$ cat config.mk
export PLATFORM = sky130hd
export DESIGN_NAME = fifo_wr_arbiter
export DESIGN_NICKNAME = d
export VERILOG_FILES = /design/src/rtl/jtag_types_pkg.sv /design/src/rtl/fifo_wr_arbiter_rr_pick.sv /design/src/rtl/fifo_wr_arbiter.sv
export SDC_FILE = /design/constraint.sdc
export NUM_CORES = 1
export LEC_CHECK = 0
export BUFFER_PORTS_ARGS = -buffer_cell sky130_fd_sc_hd__buf_2
export CAP_MARGIN = 30
export CORE_UTILIZATION = 45
export DETAILED_ROUTE_END_ITERATION = 8
export GPL_TIMING_DRIVEN = 0
export PLACE_DENSITY_LB_ADDON = 0.12
export SYNTH_ARGS = -nofsm -noshare
export SYNTH_HDL_FRONTEND = slang
export SYNTH_SLANG_ARGS = --single-unit
$ cat constraint.sdc
create_clock -name wclk -period 8.9 [get_ports wclk]
set_clock_uncertainty 0.2 [all_clocks]
set_input_delay 1.78 -clock wclk [delete_from_list [all_inputs] [get_ports wclk]]
set_output_delay 1.78 -clock wclk [all_outputs]
set_load 0.05 [all_outputs]
$ cat src/rtl/jtag_types_pkg.sv
`default_nettype none
// +----------------------------------------------------------------------+
// | Package : jtag_types_pkg                                              |
// | Shared types and limits for the FIFO write-domain arbiter.           |
// | Revision: 1.0 - initial release                                      |
// +----------------------------------------------------------------------+
package jtag_types_pkg;

  // Arbiter state encoding; LOCK is only reachable with burst lock enabled.
  typedef enum logic [1:0] {
    IDLE  = 2'd0,
    GRANT = 2'd1,
    LOCK  = 2'd2
  } warb_state_t;

  // Largest supported requester count.
  localparam int WARB_MAX_REQ = 8;

endpackage
`default_nettype wire

$ cat src/rtl/fifo_wr_arbiter_rr_pick.sv
`default_nettype none
// +----------------------------------------------------------------------+
// | Module  : rr_pick                                                    |
// | Combinational round-robin picker: the requester following 'last' in |
// | circular order has highest priority, 'last' itself the lowest.      |
// | Revision: 1.0 - initial release                                      |
// +----------------------------------------------------------------------+
module rr_pick
  import jtag_types_pkg::*;
#(
  parameter int NREQ = 4
) (
  input  logic [NREQ-1:0]         req,
  input  logic [$clog2(NREQ)-1:0] last,
  output logic                    any,
  output logic [$clog2(NREQ)-1:0] winner
);

  localparam int c_ID_W = $clog2(NREQ);

  int w_rank;
  int w_best;

  // Rank each requester by its circular distance after 'last'; lowest rank wins.
  always_comb begin
    any    = |req;
    winner = '0;
    w_best = NREQ;
    w_rank = 0;
    for (int j = 0; j < NREQ; j++) begin
      w_rank = j - int'(last) - 1;
      if (w_rank < 0) begin
        w_rank = w_rank + NREQ;
      end
      if (req[j] && (w_rank < w_best)) begin
        w_best = w_rank;
        winner = c_ID_W'(j);
      end
    end
  end

endmodule
`default_nettype wire

$ cat src/rtl/fifo_wr_arbiter.sv
`default_nettype none
// +----------------------------------------------------------------------+
// | Module  : fifo_wr_arbiter                                            |
// | Round-robin arbiter sharing the FIFO write port (winc/wdata, gated  |
// | by full) among NREQ valid/ready requesters, wclk domain.            |
// | Optional macro FIFO_WR_ARB_BURST_LOCK_EN: keep the grant until the  |
// | requester presents a word with req_last set.                        |
// | Revision: 1.0 - initial release                                      |
// +----------------------------------------------------------------------+
module fifo_wr_arbiter
  import jtag_types_pkg::*;
#(
  parameter int NREQ       = 4,
  parameter int DATA_WIDTH = 32,
  parameter int CNT_WIDTH  = 16
) (
  input  logic                         wclk,
  input  logic                         w_rst,
  input  logic [NREQ-1:0]              req_valid,
  input  logic [NREQ*DATA_WIDTH-1:0]   req_data,
  input  logic [NREQ-1:0]              req_last,
  output logic [NREQ-1:0]              req_ready,
  input  logic                         full,
  output logic                         winc,
  output logic [DATA_WIDTH-1:0]        wdata,
  output logic [$clog2(NREQ)-1:0]      grant_id,
  output logic                         busy,
  output logic [CNT_WIDTH-1:0]         wr_count
);

  localparam int         c_ID_W     = $clog2(NREQ);
  localparam logic [1:0] c_ST_IDLE  = IDLE;
  localparam logic [1:0] c_ST_GRANT = GRANT;
  localparam logic [1:0] c_ST_LOCK  = LOCK;

  logic [1:0]            r_state;
  logic [c_ID_W-1:0]     r_grant;
  logic [c_ID_W-1:0]     r_last;
  logic [CNT_WIDTH-1:0]  r_cnt;

  logic                  w_active;
  logic                  w_in_lock;
  logic                  w_xfer;
  logic                  w_any;
  logic                  w_burst_cont;
  logic [c_ID_W-1:0]     w_base;
  logic [c_ID_W-1:0]     w_winner;
  logic [DATA_WIDTH-1:0] w_words [NREQ];

  // Unpack the flattened request words into an indexable view.
  for (genvar gi = 0; gi < NREQ; gi++) begin : g_word
    assign w_words[gi] = req_data[gi*DATA_WIDTH +: DATA_WIDTH];
  end

`ifdef FIFO_WR_ARB_BURST_LOCK_EN
  // A transferred word without req_last keeps the port owned by this requester.
  assign w_burst_cont = ~req_last[r_grant];
`else
  logic w_unused_last;
  assign w_unused_last = ^req_last;
  assign w_burst_cont  = 1'b0;
`endif

  assign w_active  = (r_state != c_ST_IDLE);
  assign w_in_lock = (r_state == c_ST_LOCK);
  assign w_xfer    = w_active & req_valid[r_grant] & ~full;
  assign winc      = w_xfer;
  assign busy      = w_active;
  assign grant_id  = r_grant;
  assign wr_count  = r_cnt;

  // In IDLE rotate from the last writer; after a transfer the current owner
  // becomes the lowest priority, which is the same rotation base.
  assign w_base = w_active ? r_grant : r_last;

  rr_pick #(
    .NREQ (NREQ)
  ) u_pick (
    .req    (req_valid),
    .last   (w_base),
    .any    (w_any),
    .winner (w_winner)
  );

  // Only the granted requester sees ready, and only while the FIFO has room.
  always_comb begin
    req_ready = '0;
    if (w_active && !full) begin
      req_ready[r_grant] = 1'b1;
    end
  end

  // Write data follows the grant combinationally; zero while idle.
  always_comb begin
    wdata = '0;
    if (w_active) begin
      wdata = w_words[r_grant];
    end
  end

  // Grant/state sequencing, last-writer tracking and the written-word counter.
  always_ff @(posedge wclk) begin
    if (w_rst) begin
      r_state <= c_ST_IDLE;
      r_grant <= '0;
      r_last  <= c_ID_W'(NREQ - 1);
      r_cnt   <= '0;
    end else if (!w_active) begin
      if (w_any) begin
        r_state <= c_ST_GRANT;
        r_grant <= w_winner;
      end
    end else if (!full) begin
      if (w_xfer) begin
        r_last <= r_grant;
        r_cnt  <= r_cnt + 1'b1;
        if (w_burst_cont) begin
          r_state <= c_ST_LOCK;
        end else if (w_any) begin
          r_state <= c_ST_GRANT;
          r_grant <= w_winner;
        end else begin
          r_state <= c_ST_IDLE;
        end
      end else begin
        // Owner withdrew without a transfer: a held lock survives, a plain grant lapses.
        r_state <= w_in_lock ? c_ST_LOCK : c_ST_IDLE;
      end
    end
  end

endmodule
`default_nettype wire

==> impl_summary.md <==
Place
Buffers placed on the I/O ports in this run total 190. At the end of routability-driven placement, the weighted congestion stood at 0.934. Once placement finished, the instance area stood at 5330 µm². Detailed placement ended at an HPWL of 11800 µm.

Global routing
The first-pass GRT wire length is 21900 µm. The number of antenna violations at the first check in global routing is 2. The total overflow left after global routing is 0. In the global route stage, overall resource usage came out at 28.6%. The maximum number of pins on one net before global-route repair is 17. The number of global-route vias before repair came to 4338.

Power and ir drop
Power spread over the standard cell area amounts to 223 nW/µm². IR analysis of the VDD net gives a maximum drop of 0.000121 V. The total leakage power is 0.00277 µW.

Routing
The detailed-route vias per instance is 5.57. The count of unresolved DRC violations after routing is 0. The detailed-route wire length is 13700 µm. In this run, the number of DRC markers left after iteration 0 of detailed routing was 264. Once detail routing completed, the nets flagged for antenna violations numbered 0. In the final routed layout, each cell accounts on average for 17.0 µm. The first-pass detailed-route iteration total is 5. The detailed router placed 4485 vias in this run.

Yosys
Of all flip-flops after synthesis, the portion carrying an async set or reset was 0%. After synthesis the cells add up to 4100 µm². Counting flops with a built-in enable in the synthesized netlist gives 0. The average instance in the mapped netlist occupies 8.85 µm². The most used flip-flop cell after synthesis is sky130_fd_sc_hd__dfxtp_1. The count of synthesis-stage warnings from yosys is 0. The share of the Yosys chip area taken by registers is 10.8%. Counting flops and latches in the post-synthesis netlist gives 22.

The count of unique library cells instantiated by Yosys is 57. The number of instances in the synthesized netlist is 463.

Run status
The flow ran to the end, and the final reports show no timing, DRC or antenna violations.

Timing
The total negative setup slack is 0 ps. The worst pin sits at a relative slew slack of 44.0%. Static timing analysis puts the maximum clock frequency at 0.127 GHz. The final count of pins violating max slew is 0. The slew at the pin with the worst max-slew slack is 840 ps. Setup violations remaining at the end of the flow were counted as 0.

The time the final worst path needs with I/O delays and setup is 7850 ps. The number of failing hold endpoints at the final stage came to 0. After layout, the worst path uses 88.3% of the clock period. Setup repair after global routing left no endpoint under its margin.

Job
The tool flagged a number of max-cap violations equal to 0.

Floorplan
The initial core utilization is 46.7%. The die covers 9490 µm². The area inside the core boundary is 8760 µm².

The count of pins on the block boundary is 195. From bottom edge to top edge, the die measures 97.4 µm. The number of core rows is 34. The x dimension of the die is 97.4 µm.

Setup path
Counting both buffers and inverters, the worst setup path holds a total of 4. Data on the critical path is required at its endpoint by 8860 ps. The critical path startpoint category is an input port. The arrival time at the worst endpoint is 7810 ps. The cell family contributing the most delay on the critical path is compound AO/OA/AOI/OAI gates. The highest cell delay on the worst timing path is 400 ps. STA classifies the critical path endpoint as a flip-flop. The start of the worst register-to-register path is r_state[0]$_SDFFE_PP0P_. The worst setup path startpoint is req_valid[0]. The top fanout value on the critical path is 10. The category of the critical setup timing path is in2reg.

The slowest stage of the critical path belongs to the cell sky130_fd_sc_hd__clkbuf_1. The most prevalent standard cell on the critical path is sky130_fd_sc_hd__a21oi_1.

Clock tree
The clock transition at the registers of the reported paths is 80 ps. The number of hold buffers added after CTS was 0. The clock passes through at most 2 buffers. The number of clock sinks is 22.

For the worst-skew pair, the clock arrives at the later sink with an insertion delay of 260 ps. The total setup buffers inserted after CTS is 0. The post-cts gate resize count is 0.

The number of buffers created by CTS is 3. The level count of the clock H-tree is 1. The clock root buffer is sky130_fd_sc_hd__clkbuf_8. The TritonCTS clock tree is done.

Cells and area
The post-synthesis to final-layout area growth is 31.9%. The final layout contains 916 nets. Of the cells placed in the final design, the portion with a size suffix greater than 1 is 35.4%.

The post-route cell area is 5400 µm².

Min path
The path class of the tightest hold or removal check is reg2reg. The beginning of the worst hold path is wr_count[15]$_SDFFE_PP0P_.
where the power goes:
| group | switching, µW | internal (µW) |
|---|---|---|
| combinational | 597 | 408 |
| clock | 32.7 | 60.0 |
| sequential | 4.56 | 105 |
| total | 634 | 572 |
through the flow:
stage	setup slack, ps	hold slack, ps	total power (µW)	util (%)	cells
after floorplan	1830	328	888	-	501
after global placement	978	302	1080	60.8	799
after detailed placement	877	309	1100	60.8	799
after CTS	1120	333	1200	61.6	803
after global routing	473	374	1310	61.6	805
final	1050	332	1210	61.6	805
sequential cells by signal (all words and copies together), names as in the netlist:
register / count
wr_count: 16
grant_id: 2
r_last: 2
r_state: 2
final timing paths:
kind,end,slack (ps),cells after the start
max,grant_id[1]$_SDFFE_PP0P_,1050,31
min,wr_count[15]$_SDFFE_PP0P_,330,2
max reg2reg,grant_id[1]$_SDFFE_PP0P_,1090,33
min reg2reg,wr_count[15]$_SDFFE_PP0P_,330,2
logic make-up (layout without fill, tap and decap cells):
logic type,count (synthesis),after routing,synth area share (%)
AOI/OAI and AO/OA,86,86,14.6
xor gates and xnor gates,15,15,3.21
adders and majority gates,81,81,24.7
buffers and inverters,45,239,4.40
DFF,22,22,10.8
muxes,41,41,20.2
other,2,42,0.183
and+or+nand+nor,171,171,21.9
tightest hold or removal path: stages (launching register included):
cell,delay [ps]
sky130_fd_sc_hd__dfxtp_1,360
sky130_fd_sc_hd__xor2_1,70
sky130_fd_sc_hd__nor2_1,70
layout make-up:
cell class / instances / area [µm²]
fillers: 819 / 3360
multi-input cells: 434 / 3620
inverters: 22 / 82.6
clock inverters: 1 / 30.0
well taps: 108 / 135
plain buffers: 23 / 97.6
diodes: 2 / 5.00
repair buffers: 190 / 951
clock buffers: 3 / 41.3
flip-flops and latches: 22 / 440
synthesized netlist by cell type, types with 13 or more instances:
master / count / area share, %
sky130_fd_sc_hd__nand2_1: 28 / 2.6
sky130_fd_sc_hd__inv_1: 21 / 1.9
sky130_fd_sc_hd__a31oi_1: 15 / 2.3
sky130_fd_sc_hd__mux4_2: 33 / 18
sky130_fd_sc_hd__a21oi_1: 22 / 2.7
sky130_fd_sc_hd__ha_1: 81 / 25
sky130_fd_sc_hd__clkbuf_1: 14 / 1.3
sky130_fd_sc_hd__nor2_1: 42 / 3.8
sky130_fd_sc_hd__dfxtp_1: 22 / 11
sky130_fd_sc_hd__nand3_1: 14 / 1.7
sky130_fd_sc_hd__and2_1: 33 / 5.0
sky130_fd_sc_hd__nand4_1: 13 / 2.0
layout by cell type, fill, tap and decap left out, types with 2 or more instances in the layout:
cell type	instances
sky130_fd_sc_hd__a2111o_1	2
sky130_fd_sc_hd__inv_1	21
sky130_fd_sc_hd__nand4_1	13
sky130_fd_sc_hd__a21o_1	6
sky130_fd_sc_hd__a21oi_1	22
sky130_fd_sc_hd__nor2_4	2
sky130_fd_sc_hd__clkbuf_1	14
sky130_fd_sc_hd__o21ai_0	12
sky130_fd_sc_hd__or3_1	2
sky130_fd_sc_hd__a31oi_1	15
sky130_fd_sc_hd__mux2i_1	7
sky130_fd_sc_hd__xor2_1	12
sky130_fd_sc_hd__o22ai_1	2
sky130_fd_sc_hd__a211o_1	6
sky130_fd_sc_hd__and2_1	33
sky130_fd_sc_hd__buf_2	196
sky130_fd_sc_hd__mux4_2	33
sky130_fd_sc_hd__nor2b_1	5
sky130_fd_sc_hd__o21a_1	2
sky130_fd_sc_hd__a211oi_1	4
sky130_fd_sc_hd__dfxtp_1	22
sky130_fd_sc_hd__buf_1	2
sky130_fd_sc_hd__conb_1	40
sky130_fd_sc_hd__nor4_1	4
sky130_fd_sc_hd__nor3_1	4
sky130_fd_sc_hd__nor2_1	42
sky130_fd_sc_hd__nor3b_1	2
sky130_fd_sc_hd__o211ai_1	2
sky130_fd_sc_hd__nand2_1	28
sky130_fd_sc_hd__clkbuf_8	3
sky130_fd_sc_hd__nand2b_1	3
sky130_fd_sc_hd__ha_1	81
sky130_fd_sc_hd__nand3_1	14
sky130_fd_sc_hd__and3_1	12
sky130_fd_sc_hd__diode_2	2
sky130_fd_sc_hd__xnor2_1	3
per-layer routing:
metal | track usage, % | routed length (µm) | up-vias
met5 | 0 | 0 | -
met4 | 4.75 | 218 | 0
met3 | 4.89 | 897 | 16
met2 | 51.4 | 6860 | 183
met1 | 36.1 | 5680 | 2128
li1 | - | - | 2158
Note: power is estimated with default switching activity, not from simulation.
